File: src/rtl/branch_flag_unit.sv
// rtl/branch_flag_unit.sv - branch resolution, flag register and fetch PC sequencing
// Taken branches redirect pc and hold flush high for FLUSH_CYCLES unstalled cycles.
module branch_flag_unit #(
  parameter logic [31:0] RESET_PC     = 32'h0000_0000,
  parameter int          FLUSH_CYCLES = 2
) (
  input  logic        clk,
  input  logic        rst_n,
  input  logic        alu_valid,
  input  logic        flag_we,
  input  logic        alu_zflag,
  input  logic        alu_carryflag,
  input  logic        alu_signflag,
  input  logic        alu_overflowflag,
  input  logic        pc_stall,
  input  logic        br_valid,
  output logic        br_ready,
  input  logic [3:0]  br_type,
  input  logic [31:0] br_pc,
  input  logic [31:0] br_offset,
  input  logic [31:0] rs_value,
  output logic [31:0] pc,
  output logic        flush,
  output logic        link_we,
  output logic [31:0] link_value,
  output logic [3:0]  flags,
  output logic        misalign_err
);

  typedef enum logic {RUN, FLUSH} state_t;

  localparam logic [2:0] FLUSH_LAST = 3'(FLUSH_CYCLES - 1);

  state_t      state;
  logic [2:0]  count;
  logic        flag_load;
  logic [3:0]  eff_flags;
  logic [31:0] rel_target;
  logic [31:0] target;
  logic        taken;
  logic        accept;
  logic        is_bl;
  logic        misaligned;

  assign br_ready = (state == RUN) && !pc_stall;

  // Conditions see the flags being written this edge, not the stale register.
  always_comb begin
    flag_load  = alu_valid && flag_we;
    eff_flags  = flag_load ? {alu_zflag, alu_carryflag, alu_signflag, alu_overflowflag} : flags;
    rel_target = br_pc + (br_offset << 2);
    target     = (br_type == 4'b0001) ? rs_value : rel_target;
    accept     = br_valid && br_ready;
    is_bl      = (br_type == 4'b0101);
    misaligned = (target[1:0] != 2'b00);
    taken      = 1'b0;
    case (br_type)
      4'b0000: taken = 1'b1;
      4'b0001: taken = 1'b1;
      4'b0010: taken = rs_value[31];
      4'b0011: taken = (rs_value == 32'd0);
      4'b0100: taken = (rs_value != 32'd0);
      4'b0101: taken = 1'b1;
      4'b0110: taken = eff_flags[2];
      4'b0111: taken = !eff_flags[2];
      4'b1000: taken = eff_flags[1];
      4'b1001: taken = !eff_flags[1];
      4'b1010: taken = eff_flags[0];
      4'b1011: taken = !eff_flags[0];
      default: taken = 1'b0;
    endcase
  end

  always_ff @(posedge clk or negedge rst_n) begin
    if (!rst_n) begin
      state        <= RUN;
      count        <= 3'd0;
      pc           <= RESET_PC;
      flush        <= 1'b0;
      flags        <= 4'b0000;
      link_we      <= 1'b0;
      link_value   <= 32'd0;
      misalign_err <= 1'b0;
    end else begin
      if (flag_load)
        flags <= eff_flags;
      link_we      <= accept && is_bl;
      misalign_err <= accept && taken && misaligned;
      if (accept && is_bl)
        link_value <= br_pc + 32'd4;
      if (!pc_stall) begin
        case (state)
          RUN: begin
            if (accept && taken && !misaligned) begin
              pc    <= target;
              state <= FLUSH;
              flush <= 1'b1;
              count <= FLUSH_LAST;
            end else begin
              pc <= pc + 32'd4;
            end
          end
          FLUSH: begin
            pc <= pc + 32'd4;
            if (count == 3'd0) begin
              state <= RUN;
              flush <= 1'b0;
            end else begin
              count <= count - 3'd1;
            end
          end
          default: state <= RUN;
        endcase
      end
    end
  end

endmodule

File: config.mk
export PLATFORM = sky130hd
export DESIGN_NAME = branch_flag_unit
export DESIGN_NICKNAME = d
export VERILOG_FILES = /design/src/rtl/branch_flag_unit.sv
export SDC_FILE = /design/constraint.sdc
export NUM_CORES = 1
export LEC_CHECK = 0
export ABC_AREA = 1
export CORE_MARGIN = 2
export CORE_UTILIZATION = 25
export CTS_CLUSTER_SIZE = 14
export DETAILED_ROUTE_END_ITERATION = 7
export GPL_TIMING_DRIVEN = 0
export PLACE_DENSITY = 0.57
export SLEW_MARGIN = 20
export SYNTH_ARGS = -nofsm -noshare
export SYNTH_HDL_FRONTEND = slang
export SYNTH_SLANG_ARGS = --single-unit
File: constraint.sdc
create_clock -name clk -period 1.88 [get_ports clk]
set_input_delay 0.282 -clock clk [delete_from_list [all_inputs] [get_ports clk]]
set_output_delay 0.282 -clock clk [all_outputs]
set_load 0.02 [all_outputs]
======== Word-level counts from Yosys, hierarchy flattened ========
Cells that the tools add are included.
storage, ports and cells
  register bits ........................... 75
  input bits .............................. 110
  output and inout port bits .............. 72
  logic and storage cells ................. 62
operators by class
  add/sub/neg operators ................... 4
  equality and inequality tests ........... 14
  muxes and demuxes ....................... 14
  bitwise gates (word level) .............. 2
  reduce and logical (&&, ||, !) cells .... 20
operators by type and width
  kind                                                                count
  32-bit by 3-bit adder with 32-bit output, second input constant     2
  32-bit two-way mux                                                  2
  32-bit case mux with 2 select lines                                 1
  32-bit adder                                                        1
  32-bit logical NOT                                                  1
  32-bit nonzero test                                                 1
  4-bit by 3-bit == test with 1-bit output, second input constant     4
  4-bit == test, second input constant                                4
  1-bit case mux with 10 select lines                                 1
  3-bit two-way mux                                                   3
  4-bit by 2-bit == test with 1-bit output, second input constant     2
  1-bit logical AND                                                   7
  3-bit case mux with 2 select lines                                  1
  3-bit AND reduction                                                 2
  1-bit logical NOT                                                   5
  4-bit by 1-bit == test with 1-bit output, second input constant     1
  4-bit logical NOT                                                   1
  1-bit two-way mux                                                   4
  2-bit by 1-bit != test with 1-bit output, second input constant     2
  1-bit case mux with 2 select lines                                  2
  3-bit logical NOT                                                   1
  3-bit OR reduction                                                  1
  3-bit by 1-bit subtractor with 3-bit output, second input constant  1
  2-bit != test, second input constant                                1
  2 further kinds                                                     3

======== Longest topological paths before layout ========
Gate-level depths: netlist (run 1).
  word-level depth ........................ 8
  mapped depth ............................ 16
  mapped depth without buffers ............ 16

======== Worst setup path before layout (run 1) ========
No wires, ideal clock.
  kind .................................... reg2reg
  from .................................... register pc[2]
  to ...................................... register pc[24]
  library setup time ...................... 76 ps
  arrival time ............................ 1873 ps
  required time ........................... 1804 ps
  path slack .............................. -69 ps
  cell stages (with the launch flop) ...... 14
  buffers on the path ..................... 0
  clock period less this slack ............ 1949 ps
  path through ............................ dfrtp_1 > ha_1 > nand3_2 > nor2_2 > nand2_2 > nor2_4 > nand2_1 > nor2_2 > nand2_1 > xor2_1 > clkinv_1 > nand2_1 > nand2_1 > o21ai_1
between the ends
  cells in the longest elaborated chain, start to end .. 3
RTL lines
  item                                        line      text
  start: declaration                          22        output logic [31:0] pc,
  start signal: assignment                    95        pc <= target;
  start signal: assignment                    100       pc <= pc + 32'd4;
  start signal: assignment                    104       pc <= pc + 32'd4;
  32-bit by 3-bit adder with 32-bit output *  100, 104
  32-bit two-way mux                          94        if (accept && taken && !misaligned) begin
  32-bit case mux with 2 select lines *       92        case (state)
Mark *: on every way between the ends. The rest lies on a longest branch, timed or not.
A chain may end at the register's enable or synchronous reset.

======== Worst setup path in the final report (run 1) ========
  from .................................... input br_offset[0]
  to ...................................... register pc[30]
between the ends
  cells in the longest elaborated chain, start to end .. 4
RTL lines
  item                                 line  text
  start: declaration                   20    input logic [31:0] br_offset,
  32-bit adder                         51    rel_target = br_pc + (br_offset << 2);
  32-bit two-way mux                   52    target = (br_type == 4'b0001) ? rs_value : rel_target;
  32-bit two-way mux                   94
  32-bit case mux with 2 select lines  92
Every way passes these cells.

==> results of run 1 <==
Yosys cell counts, types with 2 or more instances:
cell and count:
dfrtp_1 75, ha_1 33, nor3_4 2, nor2_1 123, buf_4 2, clkbuf_1 10, buf_1 4, inv_1 174
a21oi_1 23, o21ai_1 15, buf_2 6, nand3_1 82, o21bai_1 3, nor2_4 7, clkinv_1 3, o21ai_0 34
nor2_2 8, nand2_2 8, nand4_1 28, inv_2 10, nor3_1 26, or2_1 2, xor2_1 28, a31oi_1 4
nand3_2 5, nand3b_1 5, nor4_1 8, xnor2_1 19, nand2_1 532
final cells by class:
| class | count | area share (%) |
|---|---|---|
| timing repair buffer | 254 | 19.75 |
| buffer | 23 | 1.353 |
| antenna | 5 | 0.1066 |
| sequential | 75 | 16.10 |
| clock inverter | 6 | 0.7565 |
| tap | 390 | 4.156 |
| inverter | 187 | 6.020 |
| multi-input combinational | 1009 | 49.80 |
| clock buffer | 10 | 1.950 |
state kept, by name, summed over array words and instances, names as in the netlist:
signal,count
state,1
pc,32
misalign_err,1
flush,1
count,3
link_value,32
flags,4
link_we,1
logic make-up after synthesis:
kind of cell,after synthesis
xor gates and xnor gates,47
muxes,2
and+or+nand+nor,840
adders and majority gates,34
buffers and inverters,210
AOI/OAI and AO/OA,85
DFF,75
repair_timing:
action | 4_1_cts | 5_1_grt
gates resized for setup | 234 | 182
buffers inserted | 43 | 26
hold endpoints to repair | 28 | 0
setup endpoints to repair | 71 | 65
gates cloned | 3 | 2
hold buffers | 1 | 0
pin swaps | 67 | 87
power by group:
part | switching, mW | leakage (nW) | internal [mW]
sequential | 0.427 | 0.959 | 1.98
combinational | 2.08 | 4.76 | 1.70
clock | 0.780 | 0.149 | 1.17
per-stage QoR:
| step | utilization, % | cell area, sq um |
|---|---|---|
| 2_1_floorplan | - | 7589 |
| 6_report | 39.51 | 11740 |
| 4_1_cts | 37.87 | 11250 |
| 3_3_place_gp | 33.21 | 9868 |
| 5_1_grt | 39.51 | 11740 |
| 3_5_place_dp | 33.29 | 9893 |
layer usage:
metal / GRT usage (%) / vias to the layer above
met2: 32.32 / 292
met1: 25.90 / 4222
met3: 3.772 / 26
met4: 4.269 / 6
li1: - / 4573
met5: 0 / -
final timing paths:
path	startpoint	slack [ps]	endpoint
max	br_offset[0]	50	pc[30]$_DFFE_PN0N_
min	br_pc[2]	230	link_value[2]$_DFFE_PN0P_
max reg2reg	pc[2]$_DFFE_PN0N_	80	pc[20]$_DFFE_PN0N_
min reg2reg	pc[1]$_DFFE_PN0P_	470	pc[1]$_DFFE_PN0P_
max in group asynchronous	rst_n	830	pc[2]$_DFFE_PN0N_
min in group asynchronous	rst_n	400	link_value[29]$_DFFE_PN0P_
critical path, cell delays in order:
cell	delay, ps
clkdlybuf4s15_1	200
ha_4	170
fa_2	370
nand3_2	100
nand3_4	90
nand2_2	100
nand2_2	90
nand2_1	90
nand2_2	80
nand2_2	90
nand3b_1	80
nand3_1	100
nand3_2	110
nand2_1	70
nand2_1	40
==> impl_metrics.ini, run 1 <==
[worst_setup_path]
cp_data_arrival_time_ps = 2070
crit_required_ps = 2120
start_kind = primary input
end_kind = flip-flop
worstSetupPathType = in2reg
path_max_fanout = 4
rr_worst_depth = 13

[place]
dp_hpwl_mm = 24.06
numPortBuffers = 179
place_ws_ps = -1026
dp.cells = 1863
place_congestion = 0.9147

[route]
viasPerCell = 4.655
wl_mm = 30.96
m1WireLength_mm = 13.88
drt_iter0_markers = 567
top_layer_used = met5
drc = 0
first_pass_iters = 6
wl_met2_mm = 14.37
vias = 9119
met3WireLength_mm = 2.327
wire_per_inst_um = 15.80
antenna_left = 0

[logic_synthesis]
synth-xor-area-share_pct = 5.428
syn_inst = 1293
ys_ff_latch = 75
ys_top_cells_by_area = nand2_1 26%, dfrtp_1 25%, inv_1 8.6%, nor2_1 6.1%, ha_1 5.4%
synth_largest_area_cell = nand2_1
synth_edf_count = 0
synthMuxAreaShare_pct = 0.2805
synthArstFlopShare_pct = 100.0
synthAdderAreaFrac_pct = 5.709
ys_seq_area_share_pct = 24.75
synth_top_area_share_pct = 26.33
netlist_area_sq_um = 7584
synth_compound_area_share_pct = 6.105
synth_fp_nets = 1437
syn_avg_cell_area_sq_um = 5.865
yosys.area_share.simple_pct = 47.04
yosysUniqueCellTypes = 43
synth_ff_type = dfrtp_1
ys_warn_count = 0
synth_top_family_by_area = simple AND/OR/NAND/NOR gates

[clock_tree]
clockRootBuffer = clkbuf_16
cts_max_path_buffers = 2
cts_tree = yes
cts.sinks = 75
clk_pin_slew_ps = 70
htree_levels = 3
cts_buffers = 9
clock_latency_ps = 360

[pwr]
vdd_drop_max_mv = 0.3712
p_total_mw = 8.133
leakagePower_nw = 5.869
power.density_nw_per_um2 = 692.6

[final_layout]
nets = 1703
multiInputGateArea_sq_um = 5848
drive_above_1_share_pct = 21.87
mostFrequentLayoutCell = nand2_1
final_cell_mix = 482 x nand2_1, 170 x inv_1, 85 x nor2_1
final_cell_count_no_fill = 1959
regArea_sq_um = 1891
fillers = 3159
areaGrowthSynthToFinish_pct = 54.84

[sta]
layout_min_cycle_time_ps = 1829
worstMarginPinSlew_ps = 673.2
fin_hold_ws_ps = 233.7
drv_slew = 0
max_slew_margin_pct = 55.12
worst_slack_ps = 51.37
max_freq_mhz = 546.9
hold_viol_final = 0
finalCritPeriodShare_pct = 97.27
finalSetupTns_ps = 0
setup_violations = 0
rsz0062_at_grt = true
fin_worst_skew_ps = 13.75

[global_routing]
grt_usage_pct = 19.39
antenna_found_initial = 8
grt_start_max_net_pins = 48
grt_pass1_vias = 8681
grt_pass1_wl_mm = 47.47
gr-total-overflow = 0

[job]
max-cap-violations = 0

[worst_hold_path]
holdPathStages = 2
hp-class = in2reg

[die]
die_area_sq_um = 31740
die-height_um = 178.2
row_count = 63
io_pins = 182
core_sq_um = 29720
die_x_um = 178.2
start_util_pct = 25.52

[run_status]
status = finished clean
No activity file was read; power rests on OpenSTA's default activity.
==> run 2: changes to the inputs <==
Settings changed: CTS_CLUSTER_DIAMETER set to 60.
==> results of run 2 <==
Same layout as run 1: the final DEF is identical, and so are final timing and power.
==> edit (settings of run 1) <==
Add an input register stage for `br_offset`; this delays it by one clock. The other inputs are not delayed to match.
--- a/src/rtl/branch_flag_unit.sv
+++ b/src/rtl/branch_flag_unit.sv
@@ -31,6 +31,12 @@
 
   localparam logic [2:0] FLUSH_LAST = 3'(FLUSH_CYCLES - 1);
 
+  logic [31:0] br_offset_q;
+
+  always_ff @(posedge clk) begin
+    br_offset_q <= br_offset;
+  end
+
   state_t      state;
   logic [2:0]  count;
   logic        flag_load;
@@ -48,7 +54,7 @@
   always_comb begin
     flag_load  = alu_valid && flag_we;
     eff_flags  = flag_load ? {alu_zflag, alu_carryflag, alu_signflag, alu_overflowflag} : flags;
-    rel_target = br_pc + (br_offset << 2);
+    rel_target = br_pc + (br_offset_q << 2);
     target     = (br_type == 4'b0001) ? rs_value : rel_target;
     accept     = br_valid && br_ready;
     is_bl      = (br_type == 4'b0101);
Function: changed (Yosys sat finds a counterexample within 4 cycles, from zero or initial values and one cycle with rst_n low).
==> edit against run 1 <==
- the flow now finishes with violations (setup timing)
- power grew 11%
- sequential cell count grew 30
- final cell count shrank 3.1%
- setup slack lost 160 ps
- hold slack gained 53 ps
- wire length shrank 3.8%
- area after synthesis grew 4.6%
- final area grew 0.39%
- critical path type is now flop to flop
- largest cell class unchanged
==> edit: results (changes against run 1) <==
| Metric | Value |
|---|---|
| Status | finished, violations left |
| Failing checks | setup timing |
| Clock group total power | 2010 uW (+3%) |
| Share of post-route cells with drive strength above 1 | 16.4% (-5.5 points) |
| Number of DRC markers in iteration 0 | 430 (-24%) |
| Router iterations before antenna repair | 5 (-1) |
| Switching share of total power | 40.2% (-0.25 points) |
| Setup repair bufs after CTS | 15 (-65%) |
| Power in combinational cells | 3860 uW (+2%) |
| Number of global-route vias before repair | 8241 (-5.1%) |
| Slew headroom | 59.1% (+4.0 points) |
| Met3 Use GR | 3.69% (-0.081 points) |
| Final setup viols | 9 (+9) |
| Skew final | 12.8 ps (-0.902 ps) |
| Metal3 WL | 1.49 mm (-36%) |
| Area contributors post-synth | dfrtp_1 24%, nand2_1 24%, dfxtp_1 7.6%, inv_1 7.4%, nand3_1 6.1% |
| Hold path depth | 5 (+3) |
| Layout Nets | 1631 (-4.2%) |
| Synth Net Count | 1404 (-2.3%) |
| Synth top cells by count | 497 x nand2_1, 157 x inv_1, 122 x nor2_1, 97 x nand3_1, 75 x dfrtp_1 |
| Max FO, Critical Path | 5 (+1) |
| Layout fillers | 3337 (+5.6%) |
| HPWL after DPL | 23.6 mm (-2.1%) |
| PortBufs | 178 (-0.56%) |
| Mux share of post-synthesis cell area | 0.647% (+0.37 points) |
| Post-Synth XOR/XNOR Area | 5.74% (+0.31 points) |
| DP Worst Slack | -828 ps (+198 ps) |
| Worst Slack Setup Final | -112 ps (-163 ps) |
| Routed wl met2 | 14.2 mm (-1.5%) |
| Min-Delay Path Class | input pin to flop |
| Antenna violations before repair | 7 (-1) |
| Leak | 0.00568 uW (-3.2%) |
| Seq/Total Area, Yosys | 31.2% (+6.5 points) |
| Pwr Density | 768 nW/um^2 (+11%) |
| Met1 usage | 23.1% (-2.8 points) |
| Root Driver | clkbuf_16 |
| First-pass GRT wire length | 46.1 mm (-2.9%) |
| GRT Util Overall | 17.9% (-1.5 points) |
| Compound-gate portion of the synthesized area | 6.15% (+0.047 points) |
| GR Util met2 | 30.0% (-2.3 points) |
| PostCTS Resize Cnt | 147 (-37%) |
| Post-synth cell types | 41 (-4.7%) |
| Largest net degree at the start of global routing | 50 (+4.2%) |
| Post-Synth Adder-Cell Area | 5.46% (-0.25 points) |
| Routed len/inst | 15.7 um (-0.72%) |
| Final GP Congestion | 0.901 (-1.5%) |
| Worst-Skew Late Latency | 380 ps (+20 ps) |
| Wl on met1 | 13.5 mm (-3.1%) |
| Top flop regs | link_value: 32 flops, pc: 32 flops, br_offset_q: 30 flops |
| Worst reg2reg path depth | 12 (-1) |
| Ys async rst share | 71.4% (-29 points) |
| Hold buffer count at cts | 1 (unchanged) |
| Worst VDD drop | 0.376 mV (+1.4%) |
| Vias/cell | 4.56 (-2.0%) |
| Worst path arrival time | 2260 ps (+190 ps) |
-- edit: cell types whose count changed after synthesis, moves of 10 or more --
cell / run 1 / this run
nand2_1: 532 / 497
dfxtp_1: 0 / 30
inv_1: 174 / 157
a21oi_1: 23 / 38
nand3_1: 82 / 97
o21ai_1: 15 / 4
nand4_1: 28 / 18
-- edit: final cells by class --
class	count	area (um^2)	area share, %
multi-input cells	971	5580	47.3
flip-flops and latches	105	2500	21.2
repair buffers	217	2140	18.1
inverters	161	617	5.23
well taps	402	503	4.27
clock buffers	10	239	2.03
plain buffers	22	140	1.19
clock inverters	6	65.1	0.552
diodes	4	10.0	0.0849
-- edit: worst paths after layout --
kind | start | endpoint | slack, ps
min reg2reg | pc[1] | pc[1] | 480
max reg2reg | br_offset_q[0] | pc[28] | -110
max in group asynchronous | rst_n | link_value[3] | 870
max | br_offset_q[0] | pc[28] | -110
min | rs_value[30] | pc[30] | 290
min in group asynchronous | rst_n | pc[0] | 380
-- edit: worst max-delay path, cell delays in order (launching register included) --
cell,delay (ps)
dfxtp_2,330
ha_4,160
fa_2,410
nand2_1,100
nand3_2,110
nand2_1,100
nand2_2,90
nand3b_1,160
nand3_1,110
nand3_2,100
nand3_1,100
nand2_1,70
nand2_1,40
-- edit: stage by stage --
step / TNS (ps) / util (%) / hold slack, ps / std cells / area (um^2)
finish: -659 / 37.6 / 287 / 1898 / 11800
global route: -3920 / 37.5 / 307 / 1896 / 11800
global placement: -234340 / 32.7 / 451 / 1840 / 10300
floorplan: 0 / - / -13.6 / 1260 / 7970
detailed placement: -42700 / 32.8 / 252 / 1841 / 10300
CTS: -647 / 35.7 / 293 / 1872 / 11200
